### src/rtl/signed_product_writeback.sv
// Registered writeback stage for the 64-bit signed multiplier product: reduces to 32 bits and queues
// results with flags in a small FIFO. Optional sticky overflow flag enabled by macro STICKY_OVF_EN.
module signed_product_writeback #(
  parameter int DEPTH  = 2,
  parameter int PROD_W = 64,
  parameter int OUT_W  = 32
) (
  input  logic              clk,
  input  logic              rst,
  input  logic              in_valid,
  output logic              in_ready,
  input  logic [PROD_W-1:0] in_product,
  input  logic [1:0]        in_mode,
  output logic              out_valid,
  input  logic              out_ready,
  output logic [OUT_W-1:0]  out_result,
  output logic              out_ovf,
  output logic              out_zero,
  output logic              out_neg
`ifdef STICKY_OVF_EN
  ,
  input  logic              ovf_clr,
  output logic              ovf_sticky
`endif
);

  localparam int PW = (DEPTH > 1) ? $clog2(DEPTH) : 1;
  localparam int CW = PW + 1;

  typedef struct packed {
    logic             neg;
    logic             zero;
    logic             ovf;
    logic [OUT_W-1:0] result;
  } entry_t;

  // Narrow the product; overflow means bits [PROD_W-1:OUT_W-1] are not a pure sign extension.
  function automatic entry_t reduce(input logic [PROD_W-1:0] p, input logic [1:0] mode);
    logic [PROD_W-OUT_W:0] top;
    logic                  ovf64;
    entry_t                e;
    top   = p[PROD_W-1:OUT_W-1];
    ovf64 = (top != {(PROD_W-OUT_W+1){1'b0}}) && (top != {(PROD_W-OUT_W+1){1'b1}});
    case (mode)
      2'b01: begin
        e.result = p[PROD_W-1:OUT_W];
        e.ovf    = 1'b0;
      end
      2'b10: begin
        e.ovf = ovf64;
        if (!ovf64) begin
          e.result = p[OUT_W-1:0];
        end else if (p[PROD_W-1]) begin
          e.result = {1'b1, {(OUT_W-1){1'b0}}};
        end else begin
          e.result = {1'b0, {(OUT_W-1){1'b1}}};
        end
      end
      default: begin
        e.result = p[OUT_W-1:0];
        e.ovf    = ovf64;
      end
    endcase
    e.zero = (e.result == {OUT_W{1'b0}});
    e.neg  = e.result[OUT_W-1];
    return e;
  endfunction

  entry_t          mem_r [DEPTH];
  logic [PW-1:0]   wr_ptr_r;
  logic [PW-1:0]   rd_ptr_r;
  logic [CW-1:0]   count_r;
  logic            push_s;
  logic            pop_s;
  entry_t          head_s;

  assign in_ready  = (count_r != CW'(DEPTH));
  assign out_valid = (count_r != {CW{1'b0}});
  assign push_s    = in_valid & in_ready;
  assign pop_s     = out_valid & out_ready;

  assign head_s     = mem_r[rd_ptr_r];
  assign out_result = head_s.result;
  assign out_ovf    = head_s.ovf;
  assign out_zero   = head_s.zero;
  assign out_neg    = head_s.neg;

  // FIFO storage: entries cleared on reset so the head reads as zero while empty.
  always_ff @(posedge clk or posedge rst) begin
    if (rst) begin
      for (int i = 0; i < DEPTH; i++) begin
        mem_r[i] <= '0;
      end
    end else if (push_s) begin
      mem_r[wr_ptr_r] <= reduce(in_product, in_mode);
    end
  end

  // Pointers and occupancy; simultaneous push and pop leaves the count unchanged.
  always_ff @(posedge clk or posedge rst) begin
    if (rst) begin
      wr_ptr_r <= {PW{1'b0}};
      rd_ptr_r <= {PW{1'b0}};
      count_r  <= {CW{1'b0}};
    end else begin
      if (push_s) begin
        wr_ptr_r <= wr_ptr_r + PW'(1);
      end
      if (pop_s) begin
        rd_ptr_r <= rd_ptr_r + PW'(1);
      end
      case ({push_s, pop_s})
        2'b10:   count_r <= count_r + CW'(1);
        2'b01:   count_r <= count_r - CW'(1);
        default: count_r <= count_r;
      endcase
    end
  end

`ifdef STICKY_OVF_EN
  logic ovf_sticky_r;
  assign ovf_sticky = ovf_sticky_r;

  // Sticky overflow: an overflowing pop takes priority over a coincident clear.
  always_ff @(posedge clk or posedge rst) begin
    if (rst) begin
      ovf_sticky_r <= 1'b0;
    end else if (pop_s && out_ovf) begin
      ovf_sticky_r <= 1'b1;
    end else if (ovf_clr) begin
      ovf_sticky_r <= 1'b0;
    end
  end
`endif

endmodule

### config.mk
export PLATFORM = sky130hd
export DESIGN_NAME = signed_product_writeback
export DESIGN_NICKNAME = d
export VERILOG_FILES = /design/src/rtl/signed_product_writeback.sv
export SDC_FILE = /design/constraint.sdc
export NUM_CORES = 1
export LEC_CHECK = 0
export BUFFER_PORTS_ARGS = -buffer_cell sky130_fd_sc_hd__buf_4
export CAP_MARGIN = 20
export CORE_ASPECT_RATIO = 0.75
export CORE_MARGIN = 2
export CORE_UTILIZATION = 58
export CTS_BUF_LIST = sky130_fd_sc_hd__clkbuf_4
export CTS_CLUSTER_DIAMETER = 40
export CTS_CLUSTER_SIZE = 8
export DETAILED_ROUTE_END_ITERATION = 16
export PLACE_DENSITY = 0.93
export SLEW_MARGIN = 25
export SYNTH_ARGS = -nofsm -noshare
export SYNTH_HDL_FRONTEND = slang
export SYNTH_SLANG_ARGS = --single-unit
### constraint.sdc
create_clock -name clk -period 3.7 [get_ports clk]
set_clock_uncertainty 0.2 [all_clocks]
set_input_delay 0.555 -clock clk [delete_from_list [all_inputs] [get_ports clk]]
set_output_delay 0.555 -clock clk [all_outputs]
set_load 0.005 [all_outputs]
==> results of run 1 <==
==> worst reg2reg max path, stage by stage (launching register included) <==
cell and delay (ns):
dfrtp_1 0.43, nand2b_1 0.20, nand2_1 0.16, nor2_4 0.10, buf_4 0.51, nor2_1 0.14, a31oi_1 0.17
==> through the flow <==
stage | hold WS [ns] | instance area (sq um) | utilization (%) | worst slack [ns] | cells
CTS | 0.223 | 4780 | 76.0 | 0.812 | 585
finish | 0.245 | 4780 | 76.0 | 0.796 | 585
floorplan | 0.240 | 3780 | - | 1.12 | 408
global route | 0.233 | 4780 | 76.0 | 0.731 | 585
detailed placement | 0.275 | 4590 | 73.1 | 0.935 | 568
global placement | 0.258 | 4590 | 73.1 | 1.07 | 568
==> sequential cells by signal (all words and copies together), names as in the netlist <==
signal,cells
mem_r,68
count_r,2
rd_ptr_r,1
wr_ptr_r,1
==> Yosys cell counts, types with 2 or more instances <==
library cell / number
xnor2_1: 2
ha_1: 3
a21oi_1: 32
buf_6: 3
buf_2: 4
nor2_1: 70
xor2_1: 2
a31oi_1: 62
mux2_2: 34
dfrtp_1: 72
or2_2: 2
a32o_1: 2
nor2b_1: 2
nor4_1: 16
o21ai_1: 21
inv_1: 3
and3_1: 3
clkbuf_1: 22
o21ai_0: 13
nand2_1: 15
nand4_1: 10
nor3_1: 4
buf_1: 3
==> path summary, 6_finish.rpt <==
path                                start  cells after the start             end  slack [ns]
max                              rd_ptr_r                      3  out_result[21]        0.80
min                        in_product[20]                      3       mem_r[55]        0.24
max reg2reg                    count_r[0]                      6       mem_r[60]        1.70
min reg2reg                    count_r[1]                      1      count_r[1]        0.30
max in group asynchronous             rst                      4       mem_r[60]        1.80
min in group asynchronous             rst                      3       mem_r[43]        0.48
==> routing by layer <==
metal,GRT usage (%),wire length (um)
met5,0,0
met4,10.6,269
met3,10.1,1250
met2,54.6,5380
met1,41.4,4460
==> logic make-up (layout without fill, tap and decap cells) <==
| family | count (synthesis) | after routing | share of synthesized area (%) |
|---|---|---|---|
| muxes | 34 | 34 | 10.1 |
| xor gates and xnor gates | 4 | 4 | 0.927 |
| adders and majority gates | 3 | 3 | 0.993 |
| DFF | 72 | 72 | 47.7 |
| AOI/OAI and AO/OA | 133 | 133 | 20.3 |
| buffers and inverters | 36 | 132 | 4.40 |
| and+or+nand+nor | 126 | 126 | 15.5 |
==> what timing repair did <==
action | CTS | global route
setup buffers | 0 | 0
setup endpoints to repair | 0 | 0
hold endpoints to repair | 22 | 0
hold buffers | 1 | 0
==> layout make-up <==
type	instances	area [sq um]
inverters	3	11.3
clock buffers	9	67.6
multi-input cells	300	1830
flip-flops and latches	72	1800
repair buffers	113	863
clock inverters	7	104
fillers	427	1510
well taps	81	101
==> where the power goes <==
part	total (mW)	internal, mW	switching [mW]
Clock	0.584	0.280	0.304
Combinational	1.83	1.00	0.831
Sequential	1.45	1.19	0.262
==> results.py, run 1 <==
metrics = {
    "die": {
        "fp-row-count": 25,
        "ios": 107,
        "die_x_um": 97.2,
        "core_area_sq_um": 6290,
        "start_util_pct": 60.1,
        "dieArea_sq_um": 7180,
        "die_h_um": 73.9,
    },
    "routing": {
        "vias_per_cell": 6.51,
        "vias": 3811,
        "routed_wl_mm": 11.4,
        "routedWlPerCell_um": 19.4,
        "drtIter0Drc": 338,
        "drc_errors": 0,
        "firstDrtPassIters": 5,
        "antenna_left": 0,
    },
    "logic_synthesis": {
        "ys_ff_latch": 72,
        "yosysTopAreaCell": "dfrtp_1",
        "syn_nets": 481,
        "synth_top_area_share_pct": 47.7,
        "synth-edff-count": 0,
        "synth.cell_area_sq_um": 3780,
        "synth.distinct_cells": 31,
        "ys_seq_area_share_pct": 47.7,
        "synthFlopType": "dfrtp_1",
        "yosys-top-cells-area": "dfrtp_1 (48%), a31oi_1 (10%), mux2_2 (10%)",
        "yosys_warnings": 0,
        "syn_inst": 408,
        "syn_area_per_cell_sq_um": 9.26,
        "synthArstFlopShare_pct": 100,
    },
    "clocking": {
        "cts_tree": "built",
        "clkLatencyLatePin_ns": 0.42,
        "cts.sinks": 72,
        "cts_htree_levels": 3,
        "clkTransAtPathRegs_ns": 0.14,
        "cts_root_buf": "clkbuf_4",
        "clockBufferDepth": 2,
        "numCtsBuffers": 9,
        "cts.repair.resized": 0,
    },
    "timing": {
        "finalCritPeriodShare_pct": 78.5,
        "slew_headroom_pct": 41.1,
        "setup-tns-final_ns": 0,
        "clock.fmax_mhz": 344,
        "rsz0062_at_grt": "false",
        "max_slew.worst_pin.slew_ns": 0.883,
        "hold_viol_final": 0,
        "drv_slew": 0,
        "setup_viol": 0,
        "fin_crit_ns": 2.90,
    },
    "worst_setup_path": {
        "worst_path_max_delay_cell": "dfrtp_1",
        "critical_path.max_fanout": 19,
        "critPathBufInv": 2,
        "cp_top_family": "flip-flops",
        "worstPathArrival_ns": 2.15,
        "crit_chain": "buf_12, mux2_2, buf_4",
        "path_class": "flip-flop to output pin",
        "start_kind": "flip-flop",
        "endpoint_kind": "output pin",
        "cp.required_ns": 2.94,
        "max_stage_delay_ns": 0.94,
    },
    "flow_run": {
        "cap_viol_max_count": 0,
    },
    "global_routing": {
        "antenna_found_initial": 0,
        "grt_max_degree": 64,
        "grt_pass1_vias": 3713,
        "grt_first_pass_wirelength_mm": 18.1,
        "overflow": 0,
        "grt_usage_pct": 32.6,
    },
    "power_and_ir_drop": {
        "p_per_area_nw_per_um2": 810,
        "p_leak_nw": 2.04,
        "peakVddDrop_uv": 559,
        "power_mw": 3.87,
    },
    "placement": {
        "io_buffers": 106,
        "gp_congestion": 0.903,
        "dp_hpwl_mm": 8.18,
    },
    "layout": {
        "antenna_cells": 0,
        "layout_commonest_cell": "buf_4",
        "syn_to_final_growth_pct": 26.5,
        "layout-drive-gt1-share_pct": 33.9,
        "nets": 572,
        "most-common-layout-cells": "buf_4 (111), dfrtp_1 (72), nor2_1 (69)",
    },
    "status": {
        "status": "completed",
    },
    "hold_path": {
        "hold_class": "primary input to flip-flop",
    },
}
No activity file was read; power rests on OpenSTA's default activity.
==> inputs of run 2 (changes only) <==
--- a/config.mk
+++ b/config.mk
@@ -9,12 +9,12 @@
 export CAP_MARGIN = 20
 export CORE_ASPECT_RATIO = 0.75
 export CORE_MARGIN = 2
-export CORE_UTILIZATION = 58
+export CORE_UTILIZATION = 54
 export CTS_BUF_LIST = sky130_fd_sc_hd__clkbuf_4
 export CTS_CLUSTER_DIAMETER = 40
 export CTS_CLUSTER_SIZE = 8
 export DETAILED_ROUTE_END_ITERATION = 16
-export PLACE_DENSITY = 0.93
+export PLACE_DENSITY = 0.87
 export SLEW_MARGIN = 25
 export SYNTH_ARGS = -nofsm -noshare
 export SYNTH_HDL_FRONTEND = slang
==> constraint.sdc (replaced) <==
create_clock -name clk -period 2.7 [get_ports clk]
set_clock_uncertainty 0.2 [all_clocks]
set_input_delay 0.405 -clock clk [delete_from_list [all_inputs] [get_ports clk]]
set_output_delay 0.405 -clock clk [all_outputs]
set_load 0.005 [all_outputs]
==> run 2 against run 1 <==
- register-to-register slack got worse by 0.92 ns
- total power grew 33%
- sequential power up 33%
- sequential share of layout area is essentially flat
- critical path depth stayed put
- combinational power is 39% higher
- critical endpoint unchanged
==> results.py, run 2 (synthesized netlist as in run 1, its figures left out) <==
metrics = {
    "placement": {
        "place_area_sq_um": 4640,
        "dp_hpwl_mm": 8.12,
        "io_buffers": 106,
        "gp_congestion": 0.943,
    },
    "worst_setup_path": {
        "endpoint_kind": "output pin",
        "worst_path_max_delay_cell": "mux2_2",
        "crit_chain": "buf_4, mux2_2, buf_4",
        "start_kind": "flip-flop",
        "max_stage_delay_ns": 0.38,
        "critPathBufInv": 2,
        "cp_top_family": "buffers and inverters",
        "path_class": "flip-flop to output pin",
        "critical_path.max_fanout": 21,
        "r2r_cells": 5,
        "cpMostUsedCell": "buf_4",
        "cp.required_ns": 2.10,
        "cp_num_cells": 3,
        "worstPathArrival_ns": 1.64,
    },
    "layout": {
        "final-seq-area_sq_um": 1800,
        "largest-register": "mem_r",
        "largest_reg_flops": 68,
        "antenna_cells": 0,
        "top_regs": "mem_r (68), count_r (2)",
        "multi_input_area_sq_um": 1830,
        "layout_commonest_cell": "buf_4",
        "syn_to_final_growth_pct": 26.5,
        "nets": 577,
        "n_fill_cell": 511,
        "final_cell_area_sq_um": 4780,
        "layout-drive-gt1-share_pct": 34.6,
        "most-common-layout-cells": "buf_4 (116), dfrtp_1 (72), nor2_1 (69)",
    },
    "global_routing": {
        "grt_max_degree": 64,
        "grt_usage_pct": 29.5,
        "grt_pass1_vias": 3594,
        "antenna_found_initial": 0,
        "overflow": 0,
        "grt_first_pass_wirelength_mm": 17.6,
    },
    "hold_path": {
        "hold_class": "primary input to flip-flop",
        "holdPathStages": 3,
    },
    "timing": {
        "setup_viol": 0,
        "slew_headroom_pct": 57.8,
        "hold-worst-slack_ns": 0.0933,
        "drv_slew": 0,
        "rsz0062_at_grt": "false",
        "hold_viol_final": 0,
        "fin_crit_ns": 2.25,
        "max_slew.worst_pin.slew_ns": 0.633,
        "setup-tns-final_ns": 0,
        "clock.fmax_mhz": 445,
        "finalCritPeriodShare_pct": 83.3,
    },
    "routing": {
        "vias_per_cell": 6.29,
        "drtIter0Drc": 286,
        "routed_wl_mm": 11.1,
        "routedWlPerCell_um": 18.7,
        "firstDrtPassIters": 5,
        "antenna_left": 0,
        "drc_errors": 0,
        "vias": 3732,
    },
    "clocking": {
        "clockBufferDepth": 2,
        "clkTransAtPathRegs_ns": 0.12,
        "clkLatencyLatePin_ns": 0.42,
        "numCtsBuffers": 9,
        "cts_htree_levels": 3,
        "post-cts-setup-buffers": 0,
        "cts_tree": "built",
        "cts.sinks": 72,
        "cts_root_buf": "clkbuf_4",
    },
    "die": {
        "start_util_pct": 55.6,
        "fp-row-count": 26,
        "die_h_um": 76.4,
        "die_x_um": 101,
        "ios": 107,
        "core_area_sq_um": 6800,
        "dieArea_sq_um": 7690,
    },
    "flow_run": {
        "cap_viol_max_count": 0,
    },
    "power_and_ir_drop": {
        "p_per_area_nw_per_um2": 1080,
        "p_leak_nw": 2.05,
        "peakVddDrop_uv": 648,
    },
    "status": {
        "status": "completed",
    },
}
==> run 2: changes by cell type in the layout (fill, tap and decap cells not counted), moves of 3 or more <==
cell      before  now
clkinv_4       4    0
clkbuf_4       9   12
buf_4        111  116
clkinv_2       0    3
==> run 2: path summary, 6_finish.rpt <==
check | slack, ns | to | from
setup / recovery | 0.45 | out_result[21] | rd_ptr_r
hold / removal | 0.09 | mem_r[22] | in_product[22]
setup reg to reg | 0.78 | mem_r[5] | count_r[0]
hold reg to reg | 0.29 | mem_r[69] | mem_r[69]
max in group asynchronous | 1.24 | mem_r[29] | rst
min in group asynchronous | 0.33 | mem_r[3] | rst
==> run 2: routing by layer <==
layer	global-route usage [%]	vias to the layer above	wire, um
li1	-	1698	-
met1	40.3	1777	4560
met2	44.3	230	5040
met3	9.82	27	1280
met4	9.86	0	230
met5	0	-	0
==> run 2: what timing repair did <==
action	CTS	global route
endpoints found under the hold margin	20	0
resized for setup	0	0
hold buffers	1	0
==> run 2: final cells by class <==
type,count,share of cell area [%]
clock buffers,12,1.88
clock inverters,4,0.942
inverters,3,0.236
multi-input cells,300,38.2
flip-flops and latches,72,37.7
well taps,84,2.20
repair buffers,118,18.8
==> run 2: worst reg2reg max path, cell delays in order (launching register included) <==
cell and delay (ns):
dfrtp_1 0.44, nand2b_1 0.20, and3_2 0.19, buf_4 0.52, nor2_1 0.10, a31oi_1 0.18
==> run 2: per-stage QoR <==
stage / utilization, % / std cells / setup WS, ns / total power, mW
floorplan: - / 408 / 0.270 / 3.37
global placement: 68.2 / 576 / 0.214 / 4.37
detailed placement: 68.2 / 576 / 0.134 / 4.48
CTS: 70.3 / 593 / 0.429 / 5.17
global route: 70.3 / 593 / 0.383 / 5.54
finish: 70.3 / 593 / 0.450 / 5.16
==> run 2: report_power, final <==
part	switching, mW	leakage [nW]	internal (mW)
Clock	0.373	0.0811	0.310
Sequential	0.295	0.828	1.63
Combinational	1.17	1.14	1.38
Total	1.84	2.05	3.32
